**config.mk**
```make
export PLATFORM = sky130hd
export DESIGN_NAME = mem_access_unit
export DESIGN_NICKNAME = d
export VERILOG_FILES = /design/src/rtl/mem_pkg.sv /design/src/rtl/mem_lane_align.sv /design/src/rtl/mem_access_unit.sv
export SDC_FILE = /design/constraint.sdc
export NUM_CORES = 1
export LEC_CHECK = 0
export BUFFER_PORTS_ARGS = -buffer_cell sky130_fd_sc_hd__buf_2
export CORE_MARGIN = 5
export CORE_UTILIZATION = 52
export DETAILED_ROUTE_END_ITERATION = 12
export GPL_TIMING_DRIVEN = 0
export PLACE_DENSITY = 0.92
export SYNTH_ARGS = -nofsm -noshare
export SYNTH_HDL_FRONTEND = slang
export SYNTH_SLANG_ARGS = --single-unit
```
**constraint.sdc**
```tcl
create_clock -name clk -period 3.2 [get_ports clk]
set_input_delay 0.32 -clock clk [delete_from_list [all_inputs] [get_ports clk]]
set_output_delay 0.32 -clock clk [all_outputs]
set_load 0.05 [all_outputs]
```
**src/rtl/mem_pkg.sv**
```systemverilog
// Shared definitions for the MEM-stage access controller: size codes, FSM
// state type and byte-enable / alignment helpers.
package mem_pkg;

  localparam logic [1:0] SZ_BYTE = 2'b00;
  localparam logic [1:0] SZ_HALF = 2'b01;
  localparam logic [1:0] SZ_WORD = 2'b10;

  typedef enum logic [1:0] {
    ST_IDLE = 2'd0,
    ST_BUSY = 2'd1,
    ST_DONE = 2'd2
  } state_e;

  // Size code 11 behaves as a word everywhere.
  function automatic logic [3:0] byte_en(input logic [1:0] size, input logic [1:0] addr_lo);
    case (size)
      SZ_BYTE: byte_en = 4'b0001 << addr_lo;
      SZ_HALF: byte_en = 4'b0011 << {addr_lo[1], 1'b0};
      default: byte_en = 4'b1111;
    endcase
  endfunction

  function automatic logic misaligned(input logic [1:0] size, input logic [1:0] addr_lo);
    case (size)
      SZ_BYTE: misaligned = 1'b0;
      SZ_HALF: misaligned = addr_lo[0];
      default: misaligned = (addr_lo != 2'b00);
    endcase
  endfunction

endpackage

```
**src/rtl/mem_lane_align.sv**
```systemverilog
// Byte-lane steering: store data replication across lanes and load lane
// extraction with sign/zero extension.
module mem_lane_align
  import mem_pkg::*;
(
  input  logic [1:0]  st_size,
  input  logic [31:0] st_wdata,
  output logic [31:0] st_data,
  input  logic [1:0]  ld_size,
  input  logic [1:0]  ld_addr_lo,
  input  logic        ld_unsigned,
  input  logic [31:0] ld_rdata,
  output logic [31:0] ld_data
);

  logic [31:0] byte_sh;
  logic [7:0]  ld_byte;
  logic [15:0] ld_half;

  always_comb begin
    case (st_size)
      SZ_BYTE: st_data = {4{st_wdata[7:0]}};
      SZ_HALF: st_data = {2{st_wdata[15:0]}};
      default: st_data = st_wdata;
    endcase
  end

  always_comb begin
    byte_sh = ld_rdata >> {ld_addr_lo, 3'b000};
    ld_byte = byte_sh[7:0];
    ld_half = ld_addr_lo[1] ? ld_rdata[31:16] : ld_rdata[15:0];
    case (ld_size)
      SZ_BYTE: ld_data = {{24{~ld_unsigned & ld_byte[7]}}, ld_byte};
      SZ_HALF: ld_data = {{16{~ld_unsigned & ld_half[15]}}, ld_half};
      default: ld_data = ld_rdata;
    endcase
  end

endmodule

```
**src/rtl/mem_access_unit.sv**
```systemverilog
// MEM-stage data-memory access controller (req/ack bus, stall generation).
// Optional misaligned-access trap enabled by defining MEM_ALIGN_CHECK_EN.
module mem_access_unit
  import mem_pkg::*;
(
  input  logic        clk,
  input  logic        rst_n,
  input  logic        mem_read_m,
  input  logic        mem_write_m,
  input  logic [31:0] addr_m,
  input  logic [31:0] wdata_m,
  input  logic [1:0]  size_m,
  input  logic        load_unsigned_m,
  output logic        bus_req,
  output logic        bus_we,
  output logic [31:0] bus_addr,
  output logic [3:0]  bus_be,
  output logic [31:0] bus_wdata,
  input  logic        bus_ack,
  input  logic [31:0] bus_rdata,
  output logic        stall_m,
  output logic [31:0] rdata_m,
  output logic        misalign_m
);

  state_e      state;
  logic [1:0]  size_q;
  logic [1:0]  addr_lo_q;
  logic        unsigned_q;
  logic        access;
  logic        bad_align;
  logic [31:0] store_data;
  logic [31:0] load_data;

  assign access = mem_read_m | mem_write_m;

`ifdef MEM_ALIGN_CHECK_EN
  assign bad_align = misaligned(size_m, addr_m[1:0]);
`else
  assign bad_align = 1'b0;
`endif

  // Decoding straight off state makes bus_req fall with the async reset.
  assign bus_req = (state == ST_BUSY);
  assign stall_m = ((state == ST_IDLE) && access) || (state == ST_BUSY);

  mem_lane_align u_lane_align (
    .st_size     (size_m),
    .st_wdata    (wdata_m),
    .st_data     (store_data),
    .ld_size     (size_q),
    .ld_addr_lo  (addr_lo_q),
    .ld_unsigned (unsigned_q),
    .ld_rdata    (bus_rdata),
    .ld_data     (load_data)
  );

  always_ff @(posedge clk or negedge rst_n) begin
    if (!rst_n) begin
      state      <= ST_IDLE;
      bus_we     <= 1'b0;
      bus_addr   <= '0;
      bus_be     <= '0;
      bus_wdata  <= '0;
      size_q     <= '0;
      addr_lo_q  <= '0;
      unsigned_q <= 1'b0;
      rdata_m    <= '0;
      misalign_m <= 1'b0;
    end else begin
      case (state)
        ST_IDLE: begin
          if (access) begin
            if (bad_align) begin
              misalign_m <= 1'b1;
              state      <= ST_DONE;
            end else begin
              bus_we     <= mem_write_m;
              bus_addr   <= {addr_m[31:2], 2'b00};
              bus_be     <= byte_en(size_m, addr_m[1:0]);
              bus_wdata  <= store_data;
              size_q     <= size_m;
              addr_lo_q  <= addr_m[1:0];
              unsigned_q <= load_unsigned_m;
              state      <= ST_BUSY;
            end
          end
        end
        ST_BUSY: begin
          if (bus_ack) begin
            if (!bus_we) rdata_m <= load_data;
            state <= ST_DONE;
          end
        end
        // The instruction is still presented here; returning to IDLE
        // unconditionally keeps it from launching a second access.
        ST_DONE: begin
          misalign_m <= 1'b0;
          state      <= ST_IDLE;
        end
        default: state <= ST_IDLE;
      endcase
    end
  end

endmodule

```
==> run summary, run 1 <==
Compared with the post-synthesis result, the final layout area differs by 28.4%. The sum of negative setup slack is 0 ns. The longest clock path from root to sink contains 2 buffers. For hold timing, the worst endpoint is bus_addr[21]. The worst hold path cell count is 2. The critical path data arrival time came out at 1.95 ns.

After detailed routing, the number of remaining DRC violations is 0. The share of final-layout standard cells stronger than drive strength 1 is 0.466. Setup violations remaining at the end of the flow were counted as 0.

The share of synthesized area in the top cell type comes to 0.523. The minimum setup slack among reg-to-reg paths came out at 1.54 ns. The cell area that synthesis handed to floorplanning was 5070 um^2. The required time of the worst setup path is between 3 and 4 ns.

The total global-route track usage came out at 0.263. The distinct cell type count of the synthesized netlist came out at 42. Yosys printed 0 warnings. The delay contributed by the slowest stage of the critical path came out at 0.43 ns. Clock tree synthesis selected as its root buffer the cell sky130_fd_sc_hd__clkbuf_8. IR analysis of the VDD net gives a maximum drop of around 0.84 mV. The clock reaches the later pin of the worst-skew pair after about 0.37 ns. The largest net degree at the start of global routing is 75. The gate count after technology mapping came out at around 460. The post-detailed-routing wire length came out at 15.3 mm. The CTS H-tree depth came out at 3.

The total power density per cell area is 1250 nW/um^2. The count of antenna-violating nets left after detailed routing came out at 0. The clock skew came out at 0.00964 ns.

The first global-routing pass estimated 24.1 mm of wire. Setup repair after global routing left no endpoint under its margin. The run finished with clean final reports. The kind of path behind the tightest hold check is input pin to flop. The reg-to-reg critical path endpoint is rdata_m[11].

In this run the worst path has a maximum fanout of 9. The area occupied by multi-input gates came out at 2160 um^2. STA classifies the critical path startpoint as a flop.

In this run the critical register-to-register path is launched from bus_we. The filler cells instantiated in the layout total 748. The routed design could run at a clock period as short as roughly 1.7 ns. The leakage power total came out at 3.32 nW. The clock sink count is around 110. The startpoint identified for the worst hold timing path is addr_m[21]. The post-detailed-placement half-perimeter wirelength came out at around 12 mm. The final cell utilization of the core is 0.676. The number of setup buffers added after CTS came out at 0. After clock tree synthesis, the clock-pin slew on the worst setup and hold paths is 0.10 ns. The number of global-route vias before repair is 4836. TritonCTS built the clock tree. The total count of hold-check failures in the final report came out at 0. The final number of max-transition violations is 0. The antenna cell count is 0. The count of buffers added on input and output ports is 204. The highest achievable clock rate came out at ~0.6 GHz.

The mean instance size in the synthesized netlist is 11.0 um^2. The cell at the slowest stage of the critical path is sky130_fd_sc_hd__dfrtp_1. The last weighted congestion value of the routability-driven placer came out at 0.911. The final worst hold slack is roughly 0.17 ns. By area the synthesized netlist is led by sky130_fd_sc_hd__dfrtp_1, sky130_fd_sc_hd__mux2_2, sky130_fd_sc_hd__mux2i_1. The transition time at the pin with the least slew margin came out at just over 0.6 ns. The via count is between 4000 and 5000.

The total overflow left after global routing is 0. The first routing iteration left around 250 violations. Across the run, the number of max-cap violations was 0. The placed instances occupy a cell area of 6300 um^2. The initial core utilization came out at 0.526. The initial antenna violation count came out at 0. Before antenna repair, the detailed router went through 4 iterations.

The CTS buffer count is 9. Traced cell by cell, the critical path runs through nand4bb_1, buf_2, nor2_2, nand3b_2, o21ai_0. The part of the cycle the worst path needs is 0.519. The cell type with the largest total area after synthesis is sky130_fd_sc_hd__dfrtp_1. Row generation in the floorplan step produced 36 rows. The floorplan die width came out at 109 um. The die is between 100 and 150 um tall. The post-route cell area is 6510 um^2. The floorplan step defined a core boundary enclosing 9640 um^2. For this run, the register share of the synthesized area comes to 0.523. The sequential cell area is about 2700 um^2.

The die footprint is 11800 um^2. The worst register-to-register path has a depth of 5. STA classifies the critical path endpoint as a flop. The relative slew slack is 0.596. The register bit count reported by yosys came out at 106. The I/O pin count came out at 208. The number of nets in the final layout came out at slightly below 800.

The average wire length per cell after detail routing is between 15 and 20 um. The worst setup path is of the flop to flop kind. In the routed layout, each cell is associated on average with a via count of 5.55. Leaving out filler cells and counting taps, the final layout contains 818. The number of instances in the placed design is 801.
[report_power, final]
part           internal (W)  total (W)  switching (W)  leakage, nW
Sequential          0.00199    0.00235       0.000359         1.27
Clock              0.000388   0.000862       0.000473       0.0962
Combinational       0.00135    0.00491        0.00356         1.95
Total               0.00373    0.00812        0.00439         3.32
[stage by stage]
step	setup WS [ns]	total power (W)
floorplan	1.61	0.00602
global placement	0.707	0.00709
detailed placement	1.56	0.00729
CTS	1.54	0.00814
global route	1.45	0.00853
finish	1.54	0.00812
[how the worst max path moves through the flow]
stage,end,startpoint,slack (ns),cells after the start
6_report,rdata_m[11],bus_we,1.54,5
5_1_grt,rdata_m[11],state[1],1.45,5
4_1_cts,stall_m,state[0],1.54,3
3_5_place_dp,rdata_m[11],bus_we,1.56,5
3_3_place_gp,bus_addr[26],rst_n,0.71,1
2_1_floorplan,rdata_m[21],bus_we,1.61,6
[per-layer routing]
layer / GRT usage / share of wire / up-vias
li1: - / - / 2055
met1: 0.309 / 0.37 / 2182
met2: 0.438 / 0.49 / 264
met3: 0.0918 / 0.11 / 35
met4: 0.110 / 0.029 / 0
met5: 0 / 0 / -
[registers in the layout (all words and copies together) (netlist names)]
signal,count
bus_we,1
bus_addr,30
size_q,2
addr_lo_q,2
bus_wdata,32
bus_be,4
rdata_m,32
unsigned_q,1
state,2
[Yosys cell counts, drive strengths merged]
| cell | n |
|---|---|
| nand2 | 55 |
| nand4 | 6 |
| mux2 | 50 |
| nand2b | 6 |
| clkbuf | 8 |
| o2bb2ai | 2 |
| mux2i | 33 |
| buf | 30 |
| and2 | 1 |
| nor3b | 1 |
| o22a | 6 |
| a221oi | 2 |
| dfrtp | 106 |
| nor2 | 24 |
| o21ai | 42 |
| or3 | 1 |
| conb | 1 |
| inv | 5 |
| or2 | 1 |
| nor3 | 2 |
| a21oi | 20 |
| nand3 | 44 |
| a22oi | 6 |
| o311ai | 1 |
| o22ai | 1 |
| nor4bb | 1 |
| o31ai | 1 |
| o21ba | 1 |
| nand4bb | 1 |
| a2111o | 1 |
| nand3b | 2 |
[worst max-delay path: cells and delay by family, from the launching register on]
kind            cells  cell delay [ns]
compound gates      1             0.15
flops               1             0.43
simple gates        3             0.80
buf+inv             1             0.19
[cells in the final DEF (no fill, tap or decap), drive strengths merged]
| cell type | n |
|---|---|
| nor2 | 24 |
| nand4 | 6 |
| conb | 3 |
| a2111o | 1 |
| nand2b | 6 |
| o22a | 6 |
| nand3 | 44 |
| bufinv | 1 |
| mux2i | 33 |
| nand4bb | 1 |
| or3 | 1 |
| a22oi | 6 |
| nand3b | 2 |
| o22ai | 1 |
| nand2 | 55 |
| o21ba | 1 |
| o31ai | 1 |
| clkinvlp | 2 |
| clkinv | 1 |
| o21ai | 42 |
| nor4bb | 1 |
| or2 | 1 |
| buf | 235 |
| and2 | 1 |
| a221oi | 2 |
| mux2 | 50 |
| dlygate4sd3 | 1 |
| nor3 | 2 |
| dfrtp | 106 |
| clkbuf | 19 |
| inv | 6 |
| a21oi | 20 |
| o2bb2ai | 2 |
| o311ai | 1 |
| nor3b | 1 |
[layout make-up]
type | count | area share
Sequential cell | 106 | 0.407
Clock inverter | 5 | 0.00961
Clock buffer | 11 | 0.0217
Timing Repair Buffer | 206 | 0.163
Inverter | 5 | 0.00288
Buffer | 38 | 0.0388
Tap cell | 133 | 0.0256
Multi-Input combinational cell | 314 | 0.331
[what timing repair did]
action                                  4_1_cts  5_1_grt
endpoints found under the setup margin        0        0
hold endpoints to repair                     32        0
hold buffers                                  1        0
resized for setup                             0        0
[cells by family after synthesis]
logic type	synth area share
simple gates	0.146
mux	0.178
other cells	0.000739
flops	0.523
buf+inv	0.0535
compound gates	0.0994
Note: power is estimated with default switching activity, not from simulation.
==> run 2, diff against run 1 <==
- CORE_UTILIZATION: 52 -> 44
- PLACE_DENSITY: 0.92 -> 0.84
- clock period: 3.2 -> 1.5 ns (I/O delays scaled with it)
==> run 2 against run 1 <==
- design area increased by 6.1%
- clock skew rose by 0.0018 ns
- cell count rose by 2.3%
- sequential share of layout area decreased by 2.3 points
- die area up 16%
- setup slack worse by 1.5 ns
- total power rose by 130%
==> run summary, run 2 (synthesized netlist as in run 1, its figures left out) <==
The largest voltage drop on the vdd net came out at 1.74 mV. The count of antenna-violating nets left after detailed routing is 0. The detailed router placed ~4500 vias in this run.

TritonCTS built the clock tree. Port buffering added 204 buffers. In this run, CTS created clock tree buffers numbering 9. The clock-pin slew of the registers on the worst-case setup and hold paths is 0.07 ns.

The share of final-layout standard cells stronger than drive strength 1 is 0.507. The die span in y came out at around 120 um. The non-filler instance count after layout came out at 837.

The relative slew slack came out at 0.609. The highest achievable clock rate is 0.680 GHz. The I/O pin count is 208. The tightest hold path in the finished design has a slack of ~0.022 ns. After global routing the overflow that remains totals 0. The part of the cycle the worst path needs came out at 0.981. The H-tree was split into 3 levels. Setup repair after global routing could not meet its margin everywhere. In this run, placement finished with an instance count of ~800.

The floorplan die width came out at roughly 120 um. The post-detailed-placement half-perimeter wirelength came out at around 12 mm. The final number of max-transition violations is 0. The total power density per cell area came out at 2690 nW/um^2. The minimum clock period after layout is 1.47 ns. For this run, the detailed router's first-pass iteration total came to 4. The first global-routing pass estimated 24.8 mm of wire. The detailed router's first-iteration violation count is 377. The count of final setup violators is 0. The library cell used most frequently in the layout, excluding fill and tap cells, is sky130_fd_sc_hd__buf_2. In the global route stage, overall resource usage came out at 0.223. The routed design has about 16 mm of wire. The kind of path behind the tightest hold check is input pin to flop. The number of antenna diodes in the final layout is 0. The last weighted congestion value of the routability-driven placer is roughly 0.87. The critical path is of the flop to flop type. The maximum fanout along the worst path is 10. The area added between synthesis and finish came out at 36.2%. The initial antenna violation count is 0. The number of vias per cell after detailed routing is 5.40. In the layout the commonest cells are sky130_fd_sc_hd__buf_2, sky130_fd_sc_hd__dfrtp_1, sky130_fd_sc_hd__nand2_1.

The kind of capture point of the worst setup path is a flop. Dividing the detail-routed wire length by the instance count gives 19.0 um. The total count of hold-check failures in the final report is 0. The required time of the worst setup path came out at ~1.8 ns. The largest registers in the layout are bus_wdata: 32 flops, rdata_m: 32 flops, bus_addr: 30 flops. The number of global-route vias before repair came to between 4000 and 5000.

The minimum setup slack among reg-to-reg paths is 0.03 ns. For the pin with the worst max-slew slack, the measured transition is 0.586 ns. Entering global routing, the biggest net connects 69 pins.

The die covers between 10000 and 15000 um^2. The overall power after layout is 0.0186 W. Counting along the longest clock path gives a buffer depth of 2.

The floorplan has 39 rows. The initial core utilization is 0.446. The region available for standard cell placement spans 11400 um^2. The latest clock arrival within the worst-skew pair came out at 0.35 ns. Setup slack closes at 0.0288 ns.

The number of nets in the final layout is 794. The flow ran to the end, and the final reports show no timing, DRC or antenna violations. The final cell utilization of the core came out at 0.608.

The clock skew is 0.0115 ns. The type of origin of the critical path is a flop. Before CTS, the worst setup slack after placement is -0.224 ns. The critical path data arrival time is 1.76 ns.

Clock tree synthesis selected as its root buffer the cell sky130_fd_sc_hd__clkbuf_16. The number of max-cap violations came out at 0. The analysis attributes to cell leakage a power of 3.50 nW.

For this run, design rule violations remaining after detail routing come to 0. For this design, the sink count on the clock tree is 106.
-- run 2: cell types whose count changed in the layout (fill, tap and decap cells not counted), moves of 5 or more --
cell | previous run | this run
sky130_fd_sc_hd__clkbuf_8 | 10 | 0
sky130_fd_sc_hd__buf_4 | 8 | 17
sky130_fd_sc_hd__clkbuf_16 | 0 | 9
sky130_fd_sc_hd__buf_2 | 216 | 209
sky130_fd_sc_hd__a22oi_1 | 6 | 1
sky130_fd_sc_hd__a22oi_2 | 0 | 5
sky130_fd_sc_hd__clkbuf_1 | 9 | 4
-- run 2: report_power, final --
group | leakage, nW | switching [W] | internal [W]
Clock | 0.152 | 0.00111 | 0.00146
Sequential | 1.27 | 0.000769 | 0.00426
Combinational | 2.08 | 0.00780 | 0.00323
Total | 3.50 | 0.00967 | 0.00894
-- run 2: final timing paths --
check | from | endpoint | cells after the start
max in group asynchronous | rst_n | bus_wdata[7] | 3
hold / removal | addr_m[13] | bus_addr[13] | 2
hold reg to reg | bus_be[2] | bus_be[2] | 2
setup / recovery | addr_lo_q[1] | rdata_m[14] | 5
min in group asynchronous | rst_n | rdata_m[29] | 2
setup reg to reg | addr_lo_q[1] | rdata_m[14] | 5
-- run 2: routing by layer --
layer | part of all wire | wire [um] | track usage | vias up
li1 | - | - | - | 2074
met1 | 0.38 | 6040 | 0.263 | 2186
met2 | 0.49 | 7780 | 0.362 | 225
met3 | 0.10 | 1600 | 0.0727 | 37
met4 | 0.031 | 500 | 0.115 | 0
met5 | 0 | 0 | 0 | -
-- run 2: what timing repair did --
action,in CTS,in global routing
hold buffers,1,0
resized for setup,12,43
hold endpoints to repair,38,0
gates cloned,1,1
endpoints found under the setup margin,32,79
pin swaps,2,6
setup buffers,2,6
-- run 2: critical path, cell delays in order (launching register included) --
cell and delay, ns:
sky130_fd_sc_hd__dfrtp_1 0.41, sky130_fd_sc_hd__buf_6 0.16, sky130_fd_sc_hd__or2_2 0.34, sky130_fd_sc_hd__o22ai_4 0.19, sky130_fd_sc_hd__nand3b_4 0.16, sky130_fd_sc_hd__nand4_1 0.14
-- run 2: cell type report --
class                           instances  area (um^2)
Buffer                                 38          298
Clock buffer                            9          225
Clock inverter                          6         90.1
Fill cell                             904         4460
Inverter                                5         18.8
Multi-Input combinational cell        314         2280
Sequential cell                       106         2660
Tap cell                              143          179
Timing Repair Buffer                  216         1170
-- run 2: stage by stage --
step           cell area [um^2]  setup TNS, ns
6_report                   6910              0
5_1_grt                    6910         -0.643
4_1_cts                    6700        -0.0229
3_5_place_dp               6310          -1.88
3_3_place_gp               6280         -97.10
2_1_floorplan              5080              0
==> run 3, diff against run 2 <==
--- a/config.mk
+++ b/config.mk
@@ -8,8 +8,8 @@
 export BUFFER_PORTS_ARGS = -buffer_cell sky130_fd_sc_hd__buf_2
 export CORE_MARGIN = 5
-export CORE_UTILIZATION = 44
+export CORE_UTILIZATION = 49
 export DETAILED_ROUTE_END_ITERATION = 12
 export GPL_TIMING_DRIVEN = 0
-export PLACE_DENSITY = 0.84
+export PLACE_DENSITY = 0.88
 export SYNTH_ARGS = -nofsm -noshare
 export SYNTH_HDL_FRONTEND = slang
==> constraint.sdc (replaced) <==
create_clock -name clk -period 1.4 [get_ports clk]
set_input_delay 0.07 -clock clk [delete_from_list [all_inputs] [get_ports clk]]
set_output_delay 0.07 -clock clk [all_outputs]
set_load 0.05 [all_outputs]
==> run 3 against run 2 <==
- the flow now finishes with violations (negative setup slack)
- first-iteration DRC count rose by 13%
- design area up 8.9%
- utilization rose by 13 points
- via count up 11%
- combinational power increased by 15%
- cell count increased by 7.5%
- clock-buffer cell count up 2
- clock skew decreased by 0.0034 ns
- worst hold slack improved by 0.0032 ns
==> run summary, run 3 (synthesized netlist as in run 1, its figures left out) <==
The area added between synthesis and finish came out at 48.3%. Summed over all layers, the global routing overflow is 0. The total count of hold-check failures in the final report is 0.

The kind of path behind the tightest hold check is input pin to flop. The relative slew slack is 0.543. The die span in y is 112 um.

The final routed DRC violation total came out at 0. The highest achievable clock rate is 0.683 GHz. The worst setup path is of the flop to flop kind. The final number of max-transition violations was 0.

The largest registers in the layout are bus_wdata: 32 flops, rdata_m: 32 flops, bus_addr: 30 flops. The count of final setup violators is between 70 and 80. The type of origin of the critical path is a flop. The part of the cycle the worst path needs is 1.05. The overall power after layout came out at 0.0198 W. The die covers 12500 um^2.

The total power density per cell area is 2630 nW/um^2. The number of clock buffers added by TritonCTS is 9. The core outline area is 10200 um^2. Leaving out fill and tap cells, the most frequent cell in the layout is sky130_fd_sc_hd__buf_2. Counting instances, the worst hold path has a depth of 3. The number of max-cap violations came out at 0. After routing the design area is 7520 um^2. The number of global-route vias before repair is 5541. The CTS H-tree depth came out at 3. The worst register-to-register path has a setup slack of -0.06 ns. The reg-to-reg critical path endpoint is rdata_m[17]. The post-detailed-routing wire length is 18.3 mm. The number of nets in the final layout is roughly 860. The clock-pin slew of the registers on the worst-case setup and hold paths came out at roughly 0.10 ns. Setup repair after global routing could not meet its margin everywhere. The number of optimization iterations in the first detailed-route pass came out at 5. The I/O pin count is roughly 210. The final reports fail on negative setup slack. In this run the clock root is driven by a sky130_fd_sc_hd__clkbuf_8. The initial antenna violation count came to 0. The library cells used most frequently in the layout, excluding fill and tap cells, are sky130_fd_sc_hd__buf_2, sky130_fd_sc_hd__dfrtp_1, sky130_fd_sc_hd__dlygate4sd3_1. The number of input and output port buffers inserted is around 200. The run finished, with violations left.

IR analysis of the VDD net gives a maximum drop of about 2.1 mV. The worst setup timing slack at the placement stage came out at -0.193 ns. In this run the critical register-to-register path is launched from addr_lo_q[1]. The largest net degree at the start of global routing is 56. The congestion estimate from routability-driven global placement came to roughly 0.87. The number of vias per cell after detailed routing came out at 5.60. The first global-routing pass estimated approximately 29 mm of wire. The initial utilization of the core area, before any placement, comes to 0.496. The kind of capture point of the worst setup path is a flop. The cell area reported after detailed placement came out at 6360 um^2. In the final layout, the share of cells above drive strength 1 is 0.482. The timing startpoint of the critical path is addr_lo_q[1].

The detailed router's first-iteration violation count is 427. Across all setup checks in the final design, the least slack found is -0.0649 ns. Once detail routing completed, the nets flagged for antenna violations numbered 0. Counting along the longest clock path gives a buffer depth of 2. The later pin in the worst-skew pair is clocked with a latency of 0.36 ns. The antenna cell count is 0. The minimum clock period after layout is 1.46 ns. The total global-route track usage is 0.289. The average wire length per cell after detail routing came out at 20.3 um. Data arrives at the worst endpoint at 1.71 ns. The clock sink count came out at roughly 110. The leakage power total came out at 3.74 nW. The clock tree from TritonCTS is built. The count of standard-cell rows is 37. The maximum fanout along the worst path came out at 6. The critical path ends at rdata_m[17]. The floorplan die width is 112 um.

The clock skew is 0.00803 ns. Summed over all nets, the half-perimeter wirelength after detailed placement is 12.0 mm. The via count came out at 5040. The worst reg2reg path depth is 4. The transition time at the pin with the least slew margin came out at 0.686 ns. The required time of the worst setup path came out at ~1.7 ns.
## run 3: changes by cell type in the layout (fill, tap and decap cells not counted), sizes merged
cell / change
dlygate4sd3: +60
buf: +9
bufinv: -2
clkbuf: +2
clkinvlp: +2
clkdlybuf4s15: -1
clkinv: -1
nor2: +1
## run 3: worst min path at each step
stage | from | endpoint | slack [ns]
after floorplan | rst_n | addr_lo_q[0] | -0.23
after global placement | mem_write_m | bus_we | 0.30
after detailed placement | rst_n | rdata_m[22] | 0.15
after CTS | wdata_m[20] | bus_wdata[20] | 0.0004
after global routing | wdata_m[18] | bus_wdata[18] | 0.004
final | wdata_m[15] | bus_wdata[15] | 0.03
## run 3: layer usage
layer / track usage / vias to the layer above / wire length (um)
met5: 0 / - / 0
met4: 0.123 / 0 / 693
met3: 0.0989 / 64 / 2030
met2: 0.494 / 359 / 9140
met1: 0.330 / 2393 / 6430
li1: - / 2224 / -
## run 3: critical path: stages, from the launching register on
cell,delay (ns)
sky130_fd_sc_hd__dfrtp_1,0.42
sky130_fd_sc_hd__mux2_4,0.33
sky130_fd_sc_hd__o311ai_4,0.34
sky130_fd_sc_hd__buf_6,0.18
sky130_fd_sc_hd__nand3_1,0.07
## run 3: area by class of cell
cell class                      count  area, um^2
Clock buffer                       11         131
Inverter                            5        18.8
Buffer                             35         297
Multi-Input combinational cell    315        2310
Timing Repair Buffer              287        1890
Clock inverter                      5        40.0
Tap cell                          136         170
Sequential cell                   106        2660
Fill cell                         642        2710
## run 3: timing repair
action	4_1_cts	5_1_grt
setup endpoints to repair	105	104
hold buffers	58	3
pin swaps	9	8
resized for setup	39	31
hold endpoints to repair	109	3
cloned	5	1
setup buffers	10	6
## run 3: through the flow
| stage | hold WS [ns] | TNS (ns) | std cells | utilization |
|---|---|---|---|---|
| after detailed placement | 0.155 | -11.34 | 804 | 0.621 |
| after global routing | 0.00399 | -5.68 | 900 | 0.735 |
| after global placement | 0.299 | -97.66 | 803 | 0.619 |
| after floorplan | -0.226 | -0.706 | 463 | - |
| final | 0.0250 | -2.06 | 900 | 0.735 |
| after CTS | 0.000432 | -2.33 | 892 | 0.718 |
## run 3: report_power, final
group / internal [W] / total [W] / switching, W / leakage [nW]
Clock: 0.000660 / 0.00174 / 0.00108 / 0.0762
Combinational: 0.00388 / 0.0126 / 0.00867 / 2.39
Sequential: 0.00456 / 0.00548 / 0.000922 / 1.27
